`src/rtl/fifo_buf_pkg.sv`:
```
// Shared definitions for the fifo_buf FWFT FIFO: default sizes,
// {wr,rd} operation encodings and a depth helper.
package fifo_buf_pkg;

    localparam int B_DEF = 8;
    localparam int W_DEF = 2;

    typedef enum logic [1:0] {
        OP_NOP = 2'b00,
        OP_RD  = 2'b01,
        OP_WR  = 2'b10,
        OP_RW  = 2'b11
    } op_e;

    function automatic int depth(input int w);
        return 2 ** w;
    endfunction

endpackage

```
`src/rtl/fifo_buf_if.sv`:
```
// Handshake bundle between a FIFO producer/consumer and fifo_buf.
// master: drives rd, wr, w_data; slave: drives empty, full, r_data
// and, with FIFO_STATUS_EN defined, count, ovf, udf.
interface fifo_if #(
    parameter int B = 8,
    parameter int W = 2
);

    logic         rd;
    logic         wr;
    logic [B-1:0] w_data;
    logic         empty;
    logic         full;
    logic [B-1:0] r_data;

`ifdef FIFO_STATUS_EN
    logic [W:0]   count;
    logic         ovf;
    logic         udf;

    modport master (
        output rd, wr, w_data,
        input  empty, full, r_data, count, ovf, udf
    );
    modport slave (
        input  rd, wr, w_data,
        output empty, full, r_data, count, ovf, udf
    );
`else
    modport master (
        output rd, wr, w_data,
        input  empty, full, r_data
    );
    modport slave (
        input  rd, wr, w_data,
        output empty, full, r_data
    );
`endif

endinterface

```
`src/rtl/fifo_buf_ctrl.sv`:
```
// fifo_ctrl: pointers, registered empty/full flags and optional status
// (FIFO_STATUS_EN: count, ovf, udf). Ports: clk, reset, rd, wr in;
// empty, full, wr_en, w_addr, r_addr out.
module fifo_ctrl
    import fifo_buf_pkg::*;
#(
    parameter int W = W_DEF
) (
    input  logic         clk,
    input  logic         reset,
    input  logic         rd,
    input  logic         wr,
    output logic         empty,
    output logic         full,
    output logic         wr_en,
    output logic [W-1:0] w_addr,
    output logic [W-1:0] r_addr
`ifdef FIFO_STATUS_EN
    ,
    output logic [W:0]   count,
    output logic         ovf,
    output logic         udf
`endif
);

    logic [W-1:0] w_ptr;
    logic [W-1:0] r_ptr;
    logic [W-1:0] w_nxt;
    logic [W-1:0] r_nxt;

    // Pointers wrap naturally at W bits.
    assign w_nxt  = w_ptr + 1'b1;
    assign r_nxt  = r_ptr + 1'b1;
    // A full FIFO still accepts a write when the same edge pops a word.
    assign wr_en  = wr & (~full | rd);
    assign w_addr = w_ptr;
    assign r_addr = r_ptr;

    always_ff @(posedge clk or posedge reset) begin
        if (reset) begin
            w_ptr <= '0;
            r_ptr <= '0;
            empty <= 1'b1;
            full  <= 1'b0;
        end else begin
            unique case (op_e'({wr, rd}))
                OP_NOP: ;
                OP_RD: begin
                    if (!empty) begin
                        r_ptr <= r_nxt;
                        full  <= 1'b0;
                        empty <= (r_nxt == w_ptr);
                    end
                end
                OP_WR: begin
                    if (!full) begin
                        w_ptr <= w_nxt;
                        empty <= 1'b0;
                        full  <= (w_nxt == r_ptr);
                    end
                end
                OP_RW: begin
                    // On empty only the write lands; otherwise the
                    // occupancy is unchanged so the flags hold.
                    if (empty) begin
                        w_ptr <= w_nxt;
                        empty <= 1'b0;
                    end else begin
                        w_ptr <= w_nxt;
                        r_ptr <= r_nxt;
                    end
                end
            endcase
        end
    end

`ifdef FIFO_STATUS_EN
    logic rd_en;

    assign rd_en = rd & ~empty;

    always_ff @(posedge clk or posedge reset) begin
        if (reset) begin
            count <= '0;
            ovf   <= 1'b0;
            udf   <= 1'b0;
        end else begin
            count <= count + (W+1)'(wr_en) - (W+1)'(rd_en);
            ovf   <= ovf | (wr & ~rd & full);
            udf   <= udf | (rd & ~wr & empty);
        end
    end
`endif

endmodule

```
`src/rtl/fifo_buf.sv`:
```
// fifo_buf: first-word-fall-through FIFO of 2**W words x B bits.
// Ports: clk, reset (async, active-high), bus (fifo_if.slave).
// Optional status outputs enabled by FIFO_STATUS_EN.
module fifo_buf
    import fifo_buf_pkg::*;
#(
    parameter int B = B_DEF,
    parameter int W = W_DEF
) (
    input logic clk,
    input logic reset,
    fifo_if.slave bus
);

    localparam int DEPTH = depth(W);

    logic [B-1:0] mem [DEPTH];
    logic         wr_en;
    logic [W-1:0] w_addr;
    logic [W-1:0] r_addr;

    fifo_ctrl #(
        .W (W)
    ) u_ctrl (
        .clk    (clk),
        .reset  (reset),
        .rd     (bus.rd),
        .wr     (bus.wr),
        .empty  (bus.empty),
        .full   (bus.full),
        .wr_en  (wr_en),
        .w_addr (w_addr),
        .r_addr (r_addr)
`ifdef FIFO_STATUS_EN
        ,
        .count  (bus.count),
        .ovf    (bus.ovf),
        .udf    (bus.udf)
`endif
    );

    // Storage is intentionally not reset.
    always_ff @(posedge clk) begin
        if (wr_en) begin
            mem[w_addr] <= bus.w_data;
        end
    end

    assign bus.r_data = mem[r_addr];

endmodule
```
`src/flat_wrapper.sv`:
```
// flat-port wrapper written by rule: the top's interface ports become plain ports
module fifo_buf_flat import fifo_buf_pkg::*;
#(
    parameter int B = B_DEF,
    parameter int W = W_DEF
)
  (clk, reset, bus_rd, bus_wr, bus_w_data, bus_empty, bus_full, bus_r_data);
  fifo_if #(.B(B), .W(W)) bus_i ();
  input logic clk;
  input logic reset;
  input wire logic [$bits(bus_i.rd)-1:0] bus_rd;
  input wire logic [$bits(bus_i.wr)-1:0] bus_wr;
  input wire logic [$bits(bus_i.w_data)-1:0] bus_w_data;
  output wire logic [$bits(bus_i.empty)-1:0] bus_empty;
  output wire logic [$bits(bus_i.full)-1:0] bus_full;
  output wire logic [$bits(bus_i.r_data)-1:0] bus_r_data;
  assign bus_i.rd = bus_rd;
  assign bus_i.wr = bus_wr;
  assign bus_i.w_data = bus_w_data;
  assign bus_empty = bus_i.empty;
  assign bus_full = bus_i.full;
  assign bus_r_data = bus_i.r_data;
  fifo_buf #(.B(B), .W(W)) u_core (.clk(clk), .reset(reset), .bus(bus_i));
endmodule
```
`config.mk`:
```
export PLATFORM = sky130hd
export DESIGN_NAME = fifo_buf_flat
export DESIGN_NICKNAME = d
export VERILOG_FILES = /design/src/rtl/fifo_buf_pkg.sv /design/src/rtl/fifo_buf_if.sv /design/src/rtl/fifo_buf_ctrl.sv /design/src/rtl/fifo_buf.sv /design/src/flat_wrapper.sv
export SDC_FILE = /design/constraint.sdc
export NUM_CORES = 1
export LEC_CHECK = 0
export BUFFER_PORTS_ARGS = -buffer_cell sky130_fd_sc_hd__buf_4
export CAP_MARGIN = 15
export CORE_ASPECT_RATIO = 1.2
export CORE_UTILIZATION = 40
export CTS_CLUSTER_DIAMETER = 100
export CTS_CLUSTER_SIZE = 40
export DETAILED_ROUTE_END_ITERATION = 8
export PLACE_DENSITY = 0.58
export SLEW_MARGIN = 20
export SYNTH_ARGS = -nofsm -noshare
export SYNTH_HDL_FRONTEND = slang
export SYNTH_SLANG_ARGS = --single-unit
```
`constraint.sdc`:
```
create_clock -name clk -period 2.1 [get_ports clk]
set_input_delay 0 -clock clk [delete_from_list [all_inputs] [get_ports clk]]
set_output_delay 0 -clock clk [all_outputs]
set_load 0.05 [all_outputs]
```
==> results of run 1 <==
## critical path, cell delays in order, from the launching register on
cell	delay [ns]
dfrtp_1	0.76
mux4_1	0.63
buf_4	0.20
## cell usage in the layout (no fill, tap or decap)
| cell type | instances |
|---|---|
| edfxtp_1 | 32 |
| buf_4 | 21 |
| dlygate4sd3_1 | 10 |
| mux4_2 | 5 |
| clkbuf_8 | 5 |
| dfrtp_1 | 5 |
| inv_1 | 4 |
| xnor2_1 | 4 |
| and2_1 | 4 |
| ha_1 | 4 |
| mux4_1 | 3 |
| xor2_1 | 2 |
| nand3b_1 | 2 |
| bufinv_16 | 2 |
| nor2b_1 | 1 |
| a21boi_2 | 1 |
| mux2_2 | 1 |
| nand2_1 | 1 |
| o31a_1 | 1 |
| a41o_1 | 1 |
| mux2i_1 | 1 |
| nand3_1 | 1 |
| a2bb2oi_1 | 1 |
| clkinv_1 | 1 |
| dfstp_2 | 1 |
## registers in the layout, summed over array words and instances (netlist names)
| name | flops |
|---|---|
| u_core.u_ctrl.w_addr | 2 |
| u_core.u_ctrl.r_addr | 2 |
| u_core.mem | 32 |
| u_core.u_ctrl.full | 1 |
| u_core.u_ctrl.empty | 1 |
## routing by layer
layer	part of all wire (%)	vias up
li1	-	371
met1	42	416
met2	54	11
met3	2.7	2
met4	1.3	0
met5	0	-
## layout make-up
cell class	count	share of cell area (%)
clock inverter	3	3.204
multi-input combinational	33	20.54
inverter	4	0.7538
clock buffer	5	3.455
sequential	38	55.84
tap	52	3.266
timing repair buffer	31	12.94
## logic make-up after synthesis
family | after synthesis | synth area share, %
AND/OR/NAND/NOR | 9 | 3.545
flip-flops | 38 | 71.64
AO/OA/AOI/OAI | 4 | 2.498
XOR/XNOR | 6 | 3.384
buffers and inverters | 6 | 2.014
adder cells (fa/ha/maj) | 4 | 3.223
multiplexers | 10 | 13.70
## metrics by stage
stage	cells	total power (uW)	util [%]
floorplan	77	2049	-
global placement	148	2329	48.02
CTS	166	3065	54.37
finish	166	3026	54.37
global route	166	3179	54.37
detailed placement	148	2341	48.02
## power by group through the flow
| stage | clock network, uW | logic [uW] | registers (uW) |
|---|---|---|---|
| global route | 761 | 1200 | 1220 |
| CTS | 725 | 1150 | 1190 |
| detailed placement | 0 | 1130 | 1210 |
| global placement | 0 | 1130 | 1200 |
| finish | 710 | 1130 | 1180 |
| floorplan | 0 | 898 | 1150 |
## final timing paths
check                                                      end                                start  slack (ns)  depth (start not counted)
setup / recovery                                 bus_r_data[2]  u_core.u_ctrl.r_addr[0]$_DFFE_PP0P_        0.23                          2
hold / removal                 u_core.u_ctrl.empty$_DFFE_PP1P_                               bus_rd        0.03                          4
setup reg to reg                    u_core.mem[0][7]$_DFFE_PP_       u_core.u_ctrl.full$_DFFE_PP0P_        0.60                          2
hold reg to reg                u_core.u_ctrl.empty$_DFFE_PP1P_      u_core.u_ctrl.empty$_DFFE_PP1P_        0.53                          2
max in group asynchronous      u_core.u_ctrl.empty$_DFFE_PP1P_                                reset        1.63                          3
min in group asynchronous  u_core.u_ctrl.w_addr[1]$_DFFE_PP0P_                                reset        0.21                          3
==> metrics.txt, run 1 <==
Longest Clk Path Bufs=2; Synth top area share=61.89%; CTS tree=built; CP max FO=13; Die ar.=0.004136 sq mm; I/O Buffers=21; Boundary Pins=22; critical path type=flop to output pin; Final Hold Viols=0; max cap viols=0; Slew headroom=57.20%; Worst Hold Class=primary input to flop; final worst slack=0.2272 ns; yosys warns=0; register area share after synthesis=71.64%; postcts setup bufs=0; post-synthesis average cell area=20.17 sq um; switch share=35.66%; most frequent cell after synthesis=edfxtp_1; Num CTS Buffers=5; worst path arrival time=1.87 ns; met2 Use GR=21.72%; Logic pwr share=37.4%; iteration-0 DRC count of the detailed router=7; met1 usage=15.05%; Mapped Cells=77; Worst Max-Slew Pin Slew=0.6421 ns; share of layout cells above drive strength 1=31.58%; Max IR drop VDD=698.1 uV; Post-synth top cells=32 x edfxtp_1, 5 x dfrtp_1, 5 x mux4_2; Core ar.=0.003664 sq mm; Initial Util=42.38%; Final Max Tran Viols=0; crit end category=output pin; leak pwr=0.0007521 uW; Placed Area=0.001759 sq mm; fmax=533.9 MHz; largest net degree at the start of global routing=14; drt first pass iters=4; Pwr per Cell Area=1519 mW/mm^2; hold slack=0.02970 ns; ys async rst share=15.79%; clock latency on the worst-skew pair=0.28 ns; Tcrit/Tclk final=89.18%; Multi-input gate area=409.1 sq um; Syn Std Cell Area=0.001553 sq mm; # rows=24; antenna violations before repair=0; post-synth top area cell=edfxtp_1; clock power share=23.5%; RSZ-0062 raised after global routing=no; worst path required time=2.10 ns; Worst setup SP type=flop; worst clock skew=0.003592 ns; final setup vio count=0; min Tclk post-route=1.873 ns; final WL=2.430 mm; grt total ovfl=0; Net Count, Synth=93; die width=58.88 um; # DRC=0; clk sinks=38; total global routing track utilization=13.34%; Main synth FF type=edfxtp_1; synth top area cells=edfxtp_1 62%, dfrtp_1 8.1%, mux4_2 7.3%; met3 usage=5.185%; Post-CTS Resized=0; area grow syn2layout=28.28%; Antenna Cells=0; Post-synth EDFFs=32; sw power=1079 uW; vias in the first global route=812; GPL Wtd Cong=0.6509; #FFs+latches synth=38; WL per Instance=14.64 um; grt peak-use layer=met2; Unique masters post-synth=22; share of power burned in registers=39.1%; Vias=800; clock root cell=clkbuf_8; post-DP HPWL=1.615 mm; Internal=1947 uW; Die Height=70.25 um; Register Area=0.001112 sq mm; Total Neg Setup Slack=0 ns; cts hold-fix bufs=10; first-pass GRT wire length=3.760 mm; Non-Filler Cell Area, Final=0.001992 sq mm; pre-CTS setup slack=0.4976 ns; nets=129; outcome=complete, no violations; Clock transition at path regs=0.07 ns; vias per inst=4.819; H-tree depth=2; DRT antenna net count=0; fillers=323
No activity file was read; power rests on OpenSTA's default activity.
==> run 2: changes to the inputs <==
--- a/config.mk
+++ b/config.mk
@@ -7,12 +7,15 @@
 export LEC_CHECK = 0
 export BUFFER_PORTS_ARGS = -buffer_cell sky130_fd_sc_hd__buf_4
 export CAP_MARGIN = 15
+export CELL_PAD_IN_SITES_DETAIL_PLACEMENT = 0
+export CELL_PAD_IN_SITES_GLOBAL_PLACEMENT = 1
 export CORE_ASPECT_RATIO = 1.2
 export CORE_UTILIZATION = 40
 export CTS_CLUSTER_DIAMETER = 100
 export CTS_CLUSTER_SIZE = 40
 export DETAILED_ROUTE_END_ITERATION = 8
-export PLACE_DENSITY = 0.58
+export HOLD_SLACK_MARGIN = 0.12
+export PLACE_DENSITY = 0.66
 export SLEW_MARGIN = 20
 export SYNTH_ARGS = -nofsm -noshare
 export SYNTH_HDL_FRONTEND = slang
==> run 2 against run 1 <==
Largest cell class unchanged. Critical path type unchanged. Critical path depth unchanged. Clock power down 34%. Maximum frequency down 1.1%. Worst hold slack better by 0.17 ns. Via count up 0.75%. Sequential power about the same.
==> metrics.txt, run 2 (synthesized netlist as in run 1, its figures left out) <==
outcome=complete, no violations; post-DP HPWL=1.673 mm; Die ar.=0.004136 sq mm; R2R depth=4; area grow syn2layout=26.27%; share of power burned in registers=42.3%; Slew headroom=57.47%; nets=131; postcts setup bufs=0; iteration-0 DRC count of the detailed router=15; hold slack=0.1979 ns; I/O Buffers=21; Final Hold Viols=0; first-pass GRT wire length=4.153 mm; final setup vio count=0; Core ar.=0.003664 sq mm; share of layout cells above drive strength 1=30.17%; final WL=2.593 mm; Worst Max-Slew Pin Slew=0.6380 ns; total global routing track utilization=14.86%; Die Height=70.25 um; Antenna Cells=0; Vias=806; Pwr per Cell Area=1431 mW/mm^2; Longest Clk Path Bufs=2; most common cell after layout, fill and taps aside=edfxtp_1; # rows=24; worst path arrival time=1.89 ns; Post-CTS Resized=0; leak pwr=0.0007394 uW; CTS tree=built; cts hold-fix bufs=12; worst reg2reg path endpoint=u_core.u_ctrl.empty$_DFFE_PP1P_; Clock transition at path regs=0.07 ns; max cap viols=0; critical path type=flop to output pin; Max IR drop VDD=725.2 uV; H-tree depth=2; grt total ovfl=0; Worst Hold Class=primary input to asynchronous set/reset pin; Internal=1716 uW; clock latency on the worst-skew pair=0.29 ns; CP max FO=13; commonest non-fill, non-tap cells in the layout=32 x edfxtp_1, 21 x buf_4, 12 x dlygate4sd3_1; Initial Util=42.38%; clock power share=16.8%; # DRC=0; WL per Instance=15.43 um; Boundary Pins=22; largest net degree at the start of global routing=14; antenna violations before repair=0; min Tclk post-route=1.894 ns; Num CTS Buffers=5; clock root cell=clkbuf_8; worst clock skew=0.002413 ns; worst path required time=2.10 ns; Logic pwr share=40.9%; fmax=528.0 MHz; Final Max Tran Viols=0; Tcrit/Tclk final=90.19%; GPL Wtd Cong=0.6495; die width=58.88 um; switch share=38.82%; Total Neg Setup Slack=0 ns; reg-to-reg startpoint=u_core.u_ctrl.r_addr[1]$_DFFE_PP0P_; clk sinks=38; DRT antenna net count=0; vias per inst=4.798; drt first pass iters=3; Worst setup SP type=flop; reg2reg setup slack=0.22 ns; crit end category=output pin; vias in the first global route=859; max reg flops=32; Top reg by flops=u_core.mem; RSZ-0062 raised after global routing=no; sw power=1089 uW
[run 2: cell types whose count changed in the layout (fill, tap and decap cells not counted)]
cell and change:
clkbuf_1 +1, dlygate4sd3_1 +2, bufinv_16 -2, clkinv_2 +1
[run 2: how the worst max path moves through the flow]
stage / startpoint / to / slack, ns / cells past startpoint
after floorplan: u_core.u_ctrl.full$_DFFE_PP0P_ / u_core.mem[1][0]$_DFFE_PP_ / 0.59 / 2
after global placement: u_core.u_ctrl.r_addr[0]$_DFFE_PP0P_ / bus_r_data[7] / 0.51 / 2
after CTS: u_core.u_ctrl.r_addr[0]$_DFFE_PP0P_ / bus_r_data[1] / 0.15 / 2
after detailed placement: u_core.u_ctrl.r_addr[0]$_DFFE_PP0P_ / bus_r_data[1] / 0.47 / 2
final: u_core.u_ctrl.r_addr[0]$_DFFE_PP0P_ / bus_r_data[1] / 0.21 / 2
after global routing: u_core.u_ctrl.r_addr[0]$_DFFE_PP0P_ / u_core.u_ctrl.empty$_DFFE_PP1P_ / 0.07 / 4
[run 2: final cells by class]
type / instances / area, sq um
Multi-Input combinational cell: 33 / 409.1
Clock inverter: 2 / 8.758
Timing Repair Buffer: 33 / 277.8
Tap cell: 52 / 65.06
Sequential cell: 38 / 1112
Inverter: 4 / 15.01
Fill cell: 333 / 1703
Clock buffer: 6 / 72.57
[run 2: critical path, cell delays in order, from the launching register on]
cell and delay (ns):
dfrtp_1 0.75, mux4_1 0.64, buf_4 0.21
[run 2: metrics by stage]
step           instance area, sq um  util, %  setup WS, ns  total power (uW)  std cells
3_3_place_gp                   1759    48.02        0.5099              2316        148
5_1_grt                        1961    53.52       0.06925              2953        168
6_report                       1961    53.52        0.2060              2805        168
4_1_cts                        1961    53.52        0.1527              2841        168
2_1_floorplan                  1553        -        0.5905              2049         77
3_5_place_dp                   1759    48.02        0.4729              2343        148
[run 2: per-layer routing]
layer	share of wire (%)	global-route usage (%)	wire, um
met2	54	24.62	1394
met4	2.3	7.143	60
met1	40	16.46	1030
met3	4.2	5.556	108
met5	0	0	0
[run 2: power groups by stage]
stage | clock network, uW | registers (uW) | logic (uW)
2_1_floorplan | 0 | 1150 | 898
3_3_place_gp | 0 | 1200 | 1120
3_5_place_dp | 0 | 1210 | 1130
4_1_cts | 484 | 1190 | 1160
5_1_grt | 516 | 1210 | 1230
6_report | 471 | 1190 | 1150
